[config.mk]
export PLATFORM = sky130hd
export DESIGN_NAME = dyn_add_issue
export DESIGN_NICKNAME = d
export VERILOG_FILES = /design/src/rtl/dyn_add_pkg.sv /design/src/rtl/dyn_add_lat_class.sv /design/src/rtl/dyn_add_issue.sv
export SDC_FILE = /design/constraint.sdc
export NUM_CORES = 1
export LEC_CHECK = 0
export ABC_AREA = 1
export CORE_ASPECT_RATIO = 2
export CORE_MARGIN = 2
export CORE_UTILIZATION = 45
export DETAILED_ROUTE_END_ITERATION = 8
export GPL_ROUTABILITY_DRIVEN = 0
export PLACE_DENSITY = 0.8
export SYNTH_ARGS = -nofsm -noshare
export SYNTH_HDL_FRONTEND = slang
export SYNTH_SLANG_ARGS = --single-unit
[constraint.sdc]
create_clock -name clk -period 4.5 [get_ports clk]
set_input_delay 0.45 -clock clk [delete_from_list [all_inputs] [get_ports clk]]
set_output_delay 0.45 -clock clk [all_outputs]
set_load 0.01 [all_outputs]
[src/rtl/dyn_add_pkg.sv]
// Shared types and constants for the dynamic-adder issue controller.
package dyn_add_pkg;

  localparam int WIDTH = 16;

  // Width of the settle-cycle count N and its ceiling.
  localparam int NW    = 3;
  localparam int N_MAX = 7;

  // Carry-chain segment boundaries: a crossing is counted when the propagate
  // bits at positions b and b+1 are both set.
  localparam int NUM_BOUNDARIES = 3;
  localparam int BOUNDARY [NUM_BOUNDARIES] = '{3, 7, 11};

  typedef enum logic [1:0] {
    S_IDLE,
    S_LAUNCH,
    S_WAIT,
    S_HOLD
  } state_t;

endpackage

[src/rtl/dyn_add_lat_class.sv]
// Combinational latency classifier: counts carry-chain crossings X from the
// propagate bits straddling each segment boundary and derives the settle
// count N = BASE_WAIT + X, saturated at N_MAX.
module dyn_add_lat_class
  import dyn_add_pkg::*;
#(
  parameter int BASE_WAIT = 1
) (
  input  logic [NUM_BOUNDARIES-1:0][1:0] boundary_p,
  output logic [NW-1:0]                  n
);

  logic [1:0] x;
  int         total;

  // Count boundaries whose propagate pair is 11, then saturate BASE_WAIT + X.
  always_comb begin
    // NOTE: every variable gets a default before any branch so no latch is inferred.
    x = '0;
    for (int i = 0; i < NUM_BOUNDARIES; i++) begin
      if (&boundary_p[i]) x = x + 2'd1;
    end
    total = BASE_WAIT + int'(x);
    n     = (total > N_MAX) ? NW'(N_MAX) : NW'(total);
  end

endmodule

[src/rtl/dyn_add_issue.sv]
// Issue controller for a self-timed adder: accepts an operand pair, launches
// the adder, waits a data-dependent number of cycles and holds the result
// until the consumer takes it.
module dyn_add_issue
  import dyn_add_pkg::*;
#(
  parameter int WIDTH     = dyn_add_pkg::WIDTH,
  parameter int BASE_WAIT = 1
) (
  input  logic             clk,
  input  logic             rst,
  input  logic             in_valid,
  output logic             in_ready,
  input  logic [WIDTH-1:0] in_a,
  input  logic [WIDTH-1:0] in_b,
  input  logic             in_cin,
  output logic [WIDTH-1:0] adder_a,
  output logic [WIDTH-1:0] adder_b,
  output logic             adder_cin,
  output logic             adder_f,
  output logic             adder_request,
  input  logic [WIDTH-1:0] adder_sum,
  input  logic             adder_cout,
  output logic             out_valid,
  input  logic             out_ready,
  output logic [WIDTH-1:0] out_sum,
  output logic             out_cout,
  output logic [NW-1:0]    out_cycles,
  output logic [15:0]      op_count
);

  state_t                        state, state_nxt;
  logic [NUM_BOUNDARIES-1:0][1:0] boundary_p;
  logic [NW-1:0]                 n_calc;
  logic [NW-1:0]                 n_reg;
  logic [NW-1:0]                 wait_cnt;
  logic                          wait_last;

  // Propagate bits at each segment boundary of the incoming operand pair.
  always_comb begin
    for (int i = 0; i < NUM_BOUNDARIES; i++) begin
      boundary_p[i] = in_a[BOUNDARY[i] +: 2] ^ in_b[BOUNDARY[i] +: 2];
    end
  end

  dyn_add_lat_class #(
    .BASE_WAIT (BASE_WAIT)
  ) u_lat_class (
    .boundary_p (boundary_p),
    .n          (n_calc)
  );

  // wait_cnt counts down from N; the last WAIT cycle is the one at 1.
  assign wait_last = (wait_cnt <= NW'(1));

  // State register.
  always_ff @(posedge clk or posedge rst) begin
    if (rst) state <= S_IDLE;
    // NOTE: sequential state uses non-blocking assignment so all flops update together.
    else     state <= state_nxt;
  end

  // Next-state and handshake/adder control decode.
  always_comb begin
    state_nxt     = state;
    in_ready      = 1'b0;
    adder_f       = 1'b0;
    adder_request = 1'b0;
    out_valid     = 1'b0;
    unique case (state)
      S_IDLE: begin
        in_ready = 1'b1;
        if (in_valid) state_nxt = S_LAUNCH;
      end
      S_LAUNCH: begin
        adder_f   = 1'b1;
        state_nxt = S_WAIT;
      end
      S_WAIT: begin
        adder_request = 1'b1;
        if (wait_last) state_nxt = S_HOLD;
      end
      S_HOLD: begin
        out_valid = 1'b1;
        if (out_ready) state_nxt = S_IDLE;
      end
      default: state_nxt = S_IDLE;
    endcase
  end

  // Operand capture, settle countdown, result capture and operation counter.
  always_ff @(posedge clk or posedge rst) begin
    if (rst) begin
      adder_a    <= '0;
      adder_b    <= '0;
      adder_cin  <= 1'b0;
      n_reg      <= '0;
      wait_cnt   <= '0;
      out_sum    <= '0;
      out_cout   <= 1'b0;
      out_cycles <= '0;
      op_count   <= '0;
    end else begin
      if (state == S_IDLE && in_valid) begin
        adder_a   <= in_a;
        adder_b   <= in_b;
        adder_cin <= in_cin;
        n_reg     <= n_calc;
      end

      if (state == S_LAUNCH)                wait_cnt <= n_reg;
      else if (state == S_WAIT && !wait_last) wait_cnt <= wait_cnt - NW'(1);

      if (state == S_WAIT && wait_last) begin
        out_sum    <= adder_sum;
        out_cout   <= adder_cout;
        out_cycles <= n_reg;
      end

      if (state == S_HOLD && out_ready && op_count != 16'hFFFF) begin
        op_count <= op_count + 16'd1;
      end
    end
  end

endmodule
Yosys cells after proc, flatten, opt, wreduce, memory -nomap -nowiden:

Cells that the tools add are included.

* register bits after elaboration: 77
* input port bits: 54
* output and inout bits: 73
* logic and storage cells: 53

* add/sub/neg operators: 5
* $lt $le $gt $ge: 2
* equality and inequality tests: 7
* muxes and demuxes: 14
* bitwise operators: 3
* reductions and logical operators: 12

Operators with widths (number)
* 32-bit by 4-bit greater-than comparator with 1-bit output (second input constant): 1
* 16-bit by 1-bit adder with 16-bit output (second input constant): 1
* 16-bit inequality test (second input constant): 1
* 2-bit two-way mux: 5
* 3-bit two-way mux: 3
* 2-bit one-hot mux with 4 select lines: 1
* 2-bit inequality test (second input constant): 3
* 2-bit AND reduction: 3
* 2-bit bitwise XOR: 3
* 1-bit logical AND: 5
* 1-bit two-way mux: 5
* 2-bit == test (second input constant): 2
* 1-bit by 2-bit adder with 3-bit output (first input constant): 1
* 3-bit by 1-bit less-or-equal comparator with 1-bit output (second input constant): 1
* 3-bit AND reduction: 1
* 3-bit by 1-bit subtractor with 3-bit output (second input constant): 1
* 1-bit by 1-bit adder with 2-bit output (second input constant): 1
* 2-bit by 1-bit adder with 2-bit output (second input constant): 1
* 2-bit by 1-bit == test with 1-bit output (second input constant): 1
* 2-bit logical NOT: 1
* 2-bit nonzero test: 1
* 1-bit logical NOT: 1

Longest topological paths before layout:

Gate-level depths: netlist of the first run.

* depth after elaboration: 10
* depth in mapped cells: 9

Modules after synthesis:

From an unflattened synthesis of the first run, not the netlist that was laid out.

* cell total of the unflattened synthesis: 389
* area, all modules: 3649.8 sq um

By module, submodules not included
* dyn_add_issue: times used 1, cells each 370, area each 3545.9 sq um
* dyn_add_lat_class: times used 1, cells each 19, area each 103.8 sq um

Worst setup path after synthesis of the first run:

Ideal clock, no wire load.

* kind: input to register
* from: input in_a[3]
* to: register n_reg[1]
* arrival: 1.579 ns
* slack: 2.787 ns
* cell stages on the path: 9
* path through: nand2_1 inv_1 nor3_1 ha_1 nand3b_1 nand2_1 ha_1 nand2_1 o21ai_0

* cells in the longest elaborated chain, start to end: 10

RTL lines
* start: declaration: line dyn_add_issue.sv:14 `input logic [WIDTH-1:0] in_a,`
* 2-bit bitwise XOR (*): line dyn_add_issue.sv:42 `boundary_p[i] = in_a[BOUNDARY[i] +: 2] ^ in_b[BOUNDARY[i] +: 2];`
* 2-bit AND reduction (*): line dyn_add_lat_class.sv:21 `if (&boundary_p[i]) x = x + 2'd1;`
* 1-bit two-way mux (*): line dyn_add_lat_class.sv:21
* 1-bit by 1-bit adder with 2-bit output: line dyn_add_lat_class.sv:21
* 2-bit two-way mux (*): line dyn_add_lat_class.sv:21
* 2-bit by 1-bit adder with 2-bit output: line dyn_add_lat_class.sv:21
* 2-bit two-way mux (*): line dyn_add_lat_class.sv:21
* 1-bit by 2-bit adder with 3-bit output (*): line dyn_add_lat_class.sv:23 `total = BASE_WAIT + int'(x);`
* 32-bit by 4-bit greater-than comparator with 1-bit output: line dyn_add_lat_class.sv:24 `n = (total > N_MAX) ? NW'(N_MAX) : NW'(total);`
* 3-bit two-way mux (*): line dyn_add_lat_class.sv:24
* net n_calc[1]: line dyn_add_issue.sv:34 `logic [NW-1:0] n_calc;`
* end signal: assignment: line dyn_add_issue.sv:108 `n_reg <= n_calc;`
* end: declaration: line dyn_add_issue.sv:35 `logic [NW-1:0] n_reg;`

The timed path passes the listed nets; every way through them passes the cells marked *.
A chain may end at the register's enable or synchronous reset.

Final worst setup path of the first run:

* from: register state[1]
* to: output adder_f

* cells in the longest elaborated chain, start to end: 2

RTL lines
* start: declaration: line dyn_add_issue.sv:32 `state_t state, state_nxt;`
* start signal: assignment: line dyn_add_issue.sv:60 `else state <= state_nxt;`
* 2-bit by 1-bit == test with 1-bit output: line dyn_add_issue.sv:70 `unique case (state)`
* 1-bit two-way mux: line dyn_add_issue.sv:70
* end: declaration: line dyn_add_issue.sv:20 `output logic adder_f,`

Every way passes these cells.

==> impl_results.md, run 1 <==
- Status: finished clean
- Lkg Pwr: between 0.002 and 0.003 uW
- Post-DRT Antenna Nets: 0
- FFs w/ async S/R, synth: 100.0%
- Post_cts resized: 0
- Power Dens Cells: roughly 630 nW/um^2
- FF+latch count, synth: 77
- Post-synthesis mux area share: 0%
- Root Buffer: clkbuf_16
- CP max stage delay: about 0.59 ns
- Critical path buffers and inverters: 2
- Area after DPL: about 5000 um^2
- Synth Area in Compound Gates: around 7.3%
- Vias in the first global route: ~3400
- Worst slew pin tran: between 0.9 and 1 ns
- IO Count: between 100 and 150
- First-pass DRT Iterations: 4
- Setup violators final: 0
- Clk slew on worst S/H paths: approximately 0.060 ns
- Max_cap viols: 0
- Synth Area in XOR/XNOR: around 2.4%
- Cell taking the most area after synthesis: dfrtp_1
- Setup TNS: 0 ns
- H-Tree Depth: 3
- Hold_buf cts: 0
- Setup Crit Path Kind: flip-flop to output port
- Count of cell types in the netlist: 25
- Slowest cell on crit path: clkdlybuf4s50_1
- Top-area cell type share of the netlist area: 52.92%
- Crit-path max FO: 6
- RSZ-0062 raised after global routing: no
- Crit share post-route: between 40% and 50%
- Die Span Y: around 130 um
- Clk_skew: about 0.0045 ns
- # diodes: 0
- Sequential fraction of the synthesis area: roughly 53%
- Synth Cell Area: around 3600 um^2
- CTS Buf Count: 9
- Core area: slightly below 8000 um^2
- Initial Util: 46.18%
- Post CTS Setup Buffer Count: 0
- Grt ovf: 0
- Pins Over Slew Limit: 0
- Startpoint types: flip-flop
- Finished Cell Area: between 5000 and 6000 um^2
- Final hold vios: 0
- Max rail drop VDD: approximately 0.00044 V
- Worst Path Arrival: 1.72 ns
- Min Tclk post-route: around 2.2 ns
- Routed len/inst: approximately 14 um
- # DRC: 0
- Avg Synthesized Cell Area: between 8 and 9 um^2
- Drt via density: a little under 5
- Clock sink count: 77
- Layout cells sized above 1: about 5.3%
- Slew margin rel.: between 30% and 40%
- Die area: 8870 um^2
- Ranking of synthesized cells by area: dfrtp_1, nand2_1, o21ai_0, inv_1, ha_1
- Crit path required time: 4.05 ns
- Post-Synth Adder-Cell Area: roughly 3.8%
- Final wirelength: 9214 um
- Row count: 46
- Total power draw: approximately 3300 uW
- Mapped Nets: between 500 and 600
- DIE WIDTH: 67.61 um
- Largest net degree at the start of global routing: 46
- CP delay by family, top: buffers and inverters
- Number of flops mapped to enable cells by yosys: 0
- Placed wire-length estimate: 6834 um
- Critical-path cell list: inv_1 > ha_1 > clkdlybuf4s50_1
- Synth warn: 0
- CTS tree: done
- Fillcell total: 658
- First-pass GRT wire length: approximately 15000 um
- Clock Tree Buf Depth: 2
- Number of antenna violations at the first check in global routing: 0
- Worst hold slack: between 0.4 and 0.5 ns
- Hold/Removal Path Class: flip-flop to flip-flop
- Synth Area in Simple Gates: about a quarter
- Clock latency on the worst-skew pair: about 0.32 ns
- Combinational family with the most area after synthesis: simple AND/OR/NAND/NOR gates
- GRT Util Overall: 22.55%
- Nets@finish: around 640
- Top_reg_cell synth: dfrtp_1
- FF-to-FF setup slack: 2.57 ns
- Drt initial violations: roughly 230
- Fmax: between 400 and 500 MHz
- Port buffer count: roughly 130
- P&R area growth vs syn: 44.81%
- Cells after Synth: roughly 450
- Via count: ~3300
- Crit. End Element: output port
==> logic make-up (layout without fill, tap and decap cells) <==
group,Yosys count,count (layout)
AND/OR/NAND/NOR,240,240
flip-flops,77,77
adder cells (fa/ha/maj),11,11
XOR/XNOR,10,10
buffers and inverters,64,196
AO/OA/AOI/OAI,49,49
==> metal layers <==
layer  vias to the layer above  track usage, %  share of wire (%)
met3                        27           5.223                4.4
met5                         -               0                  0
met4                         0           10.88                3.7
met2                       102           39.81                 56
li1                       1633               -                  -
met1                      1549           23.83                 36
==> layout by cell type, fill, tap and decap left out, drive strengths merged, types with 5 or more instances in the layout <==
cell	count
clkbuf	12
clkdlybuf4s50	126
dfrtp	77
ha	11
inv	50
nand2	201
nand3	7
nor2	23
o21ai	48
xnor2	5
xor2	5
==> Yosys cell counts, types with 2 or more instances <==
cell      number
o21ai_0       45
xnor2_1        5
clkbuf_1       7
nor2_1        19
xor2_1         5
dfrtp_1       77
buf_2          3
o21ai_2        2
ha_1          11
nand2_1      197
nor2_2         4
nand4_1        3
nand3b_1       2
nand2_2        3
inv_1         51
nand3_1        7
buf_6          2
==> final cells by class <==
cell class                      count  area [um^2]  share of cell area (%)
Sequential cell                    77         1927                   36.54
Clock buffer                       12        246.5                   4.675
Multi-Input combinational cell    310         1455                   27.60
Timing Repair Buffer              129         1284                   24.35
Inverter                           51        192.7                   3.654
Clock inverter                      4        47.55                  0.9018
Tap cell                           96        120.1                   2.278
==> worst reg2reg max path, cell delays in order (launching register included) <==
cell and delay (ns):
dfrtp_1 0.41, inv_1 0.12, ha_1 0.20, nand2_1 0.07
inv_1 0.72, o21ai_0 0.23
==> report_power, final <==
part           switching (uW)  internal (uW)
Sequential                191            988
Clock                     267            443
Combinational             698            721
==> metrics by stage <==
step / setup slack [ns] / instances / utilization, %
6_report: 2.333 / 679 / 66.87
5_1_grt: 2.210 / 679 / 66.87
4_1_cts: 2.315 / 679 / 66.87
3_5_place_dp: 2.062 / 663 / 63.14
3_3_place_gp: 2.088 / 663 / 63.14
2_1_floorplan: 2.083 / 451 / -
==> worst paths after layout <==
| kind | start | end | cells past startpoint |
|---|---|---|---|
| worst max-delay path | state[1] | adder_f | 3 |
| worst min-delay path | adder_a[0] | adder_a[0] | 2 |
| worst max register to register | state[0] | n_reg[2] | 5 |
| worst min register to register | adder_a[0] | adder_a[0] | 2 |
| max in group asynchronous | rst | out_sum[1] | 3 |
| min in group asynchronous | rst | op_count[14] | 2 |
(Power assumes the default switching activity.)
==> inputs of run 2 (changes only) <==
==> constraint.sdc (replaced) <==
create_clock -name clk -period 2 [get_ports clk]
set_input_delay 0.2 -clock clk [delete_from_list [all_inputs] [get_ports clk]]
set_output_delay 0.2 -clock clk [all_outputs]
set_load 0.01 [all_outputs]
==> impl_results.md, run 2 (synthesis gave the netlist of run 1 again) <==
- Max_cap viols: 0
- First-pass DRT Iterations: 4
- Nets@finish: 649
- Most frequent cells in the layout: nand2_1, clkdlybuf4s50_1, dfrtp_1
- Placed wire-length estimate: ~6900 um
- Fmax: 519.9 MHz
- Min Tclk post-route: 1.924 ns
- Startpoint types: flip-flop
- H-Tree Depth: 3
- Power Dens Cells: around 1500 nW/um^2
- Pins Over Slew Limit: 0
- Status: finished clean
- Crit-path max FO: 4
- Drt initial violations: 150
- Core area: 7885 um^2
- Crit. End Element: output port
- RSZ-0062 raised after global routing: no
- Dpl ws: -0.1490 ns
- FF-to-FF setup slack: approximately 0.34 ns
- GRT Util Overall: 22.16%
- Commonest non-fill, non-tap cell in the layout: nand2_1
- CTS tree: done
- Combinational cell fraction of total power: between 30 and 40%
- Worst Path Arrival: 1.72 ns
- Via count: ~3300
- Register share of total power: approximately 33%
- Worst setup margin: about 0.076 ns
- Port buffer count: 126
- Crit path required time: roughly 1.8 ns
- CP Launch Point: state[0]
- Setup Crit Path Kind: flip-flop to output port
- Die Span Y: around 130 um
- Final hold vios: 0
- Clk pwr share: a little over a quarter
- Layout cells sized above 1: 6.791%
- Total power draw: 8130 uW
- Switching share of power: between 30% and 40%
- Utilization after layout: roughly 69%
- Clk slew on worst S/H paths: 0.06 ns
- Routed len/inst: ~13 um
- Vias in the first global route: 3287
- Row count: 46
- Final wirelength: just over 9000 um
- Clk_skew: around 0.008 ns
- Post-DRT Antenna Nets: 0
- Worst slew pin tran: between 0.6 and 0.7 ns
- # DRC: 0
- Area after DPL: roughly 5100 um^2
- R2R cell count: 6
- First-pass GRT wire length: 15080 um
- Grt ovf: 0
- Slew margin rel.: between 50% and 60%
- Initial Util: between 40% and 50%
- Root Buffer: clkbuf_16
- Number of antenna violations at the first check in global routing: 0
- Clock latency on the worst-skew pair: around 0.33 ns
- # diodes: 0
- CTS Buf Count: 9
- Die area: 8870 um^2
- Pint: 5479 uW
- IO Count: between 100 and 150
- Finished Cell Area: approximately 5500 um^2
- Setup crit end: adder_request
- Crit share post-route: a little over nine tenths
- Max rail drop VDD: approximately 0.00084 V
- Hold/Removal Path Class: primary input to asynchronous set/reset pin
- FF-to-FF Start: op_count[1]
- RR Endpoint: op_count[5]
- DIE WIDTH: 67.61 um
- Largest net degree at the start of global routing: slightly above 40
- Clock Tree Buf Depth: 2
- P&R area growth vs syn: 50.07%
- P_sw: roughly 2700 uW
- Setup violators final: 0
- Drt via density: between 4 and 5
- Lkg Pwr: approximately 0.0027 uW
- Clock sink count: 77
-- run 2: cell types whose count changed in the layout (fill, tap and decap cells not counted) --
cell       previous run  this run
clkbuf_1              2         0
buf_12                0         2
clkinv_2              3         1
clkbuf_8              1         0
bufinv_16             1         6
ha_1                 11        10
ha_2                  0         1
buf_4                 3         7
-- run 2: worst max-delay path, stage by stage, from the launching register on --
cell and delay, ns:
dfrtp_1 0.42, inv_1 0.12, ha_1 0.27, clkdlybuf4s50_1 0.58
-- run 2: routing by layer --
metal / global-route usage, % / vias to the layer above / wire (um)
li1: - / 1641 / -
met1: 23.69 / 1558 / 3298
met2: 40.09 / 84 / 5392
met3: 4.366 / 13 / 405
met4: 9.184 / 0 / 150
met5: 0 / - / 0
-- run 2: worst min-delay path by stage --
stage	startpoint	to	slack, ns	cells after the start
after floorplan	in_a[0]	adder_a[0]	0.31	2
after global placement	adder_a[14]	adder_a[14]	0.46	2
after detailed placement	adder_a[2]	adder_a[2]	0.46	2
after CTS	rst	out_sum[8]	0.32	2
after global routing	rst	out_sum[13]	0.38	2
final	rst	out_sum[13]	0.32	2
-- run 2: layout make-up --
type                    count  area, um^2
clock inverters             7       185.2
repair buffers            135        1354
flip-flops and latches     77        1927
clock buffers               9       225.2
well taps                  96       120.1
multi-input cells         310        1458
fillers                   642        2421
inverters                  51       195.2
-- run 2: timing repair --
item                                    in CTS  in global routing
endpoints found under the hold margin        0                  0
endpoints found under the setup margin       0                  1
hold buffers                                 0                  0
setup buffers                                0                  0
gates resized for setup                      0                  1
-- run 2: metrics by stage --
stage / hold WS [ns] / TNS (ns) / instances
2_1_floorplan: 0.3096 / 0 / 451
3_3_place_gp: 0.4626 / -0.1074 / 669
3_5_place_dp: 0.4639 / -0.1536 / 669
4_1_cts: 0.3246 / 0 / 685
5_1_grt: 0.3766 / 0 / 685
6_report: 0.3198 / 0 / 685
-- run 2: power by group through the flow --
stage	sequential [uW]	clock [uW]	combinational, uW
3_3_place_gp	2640	0	3160
2_1_floorplan	2890	0	1270
6_report	2670	2220	3240
4_1_cts	2670	2260	3300
3_5_place_dp	2680	0	3270
5_1_grt	2750	2310	3600
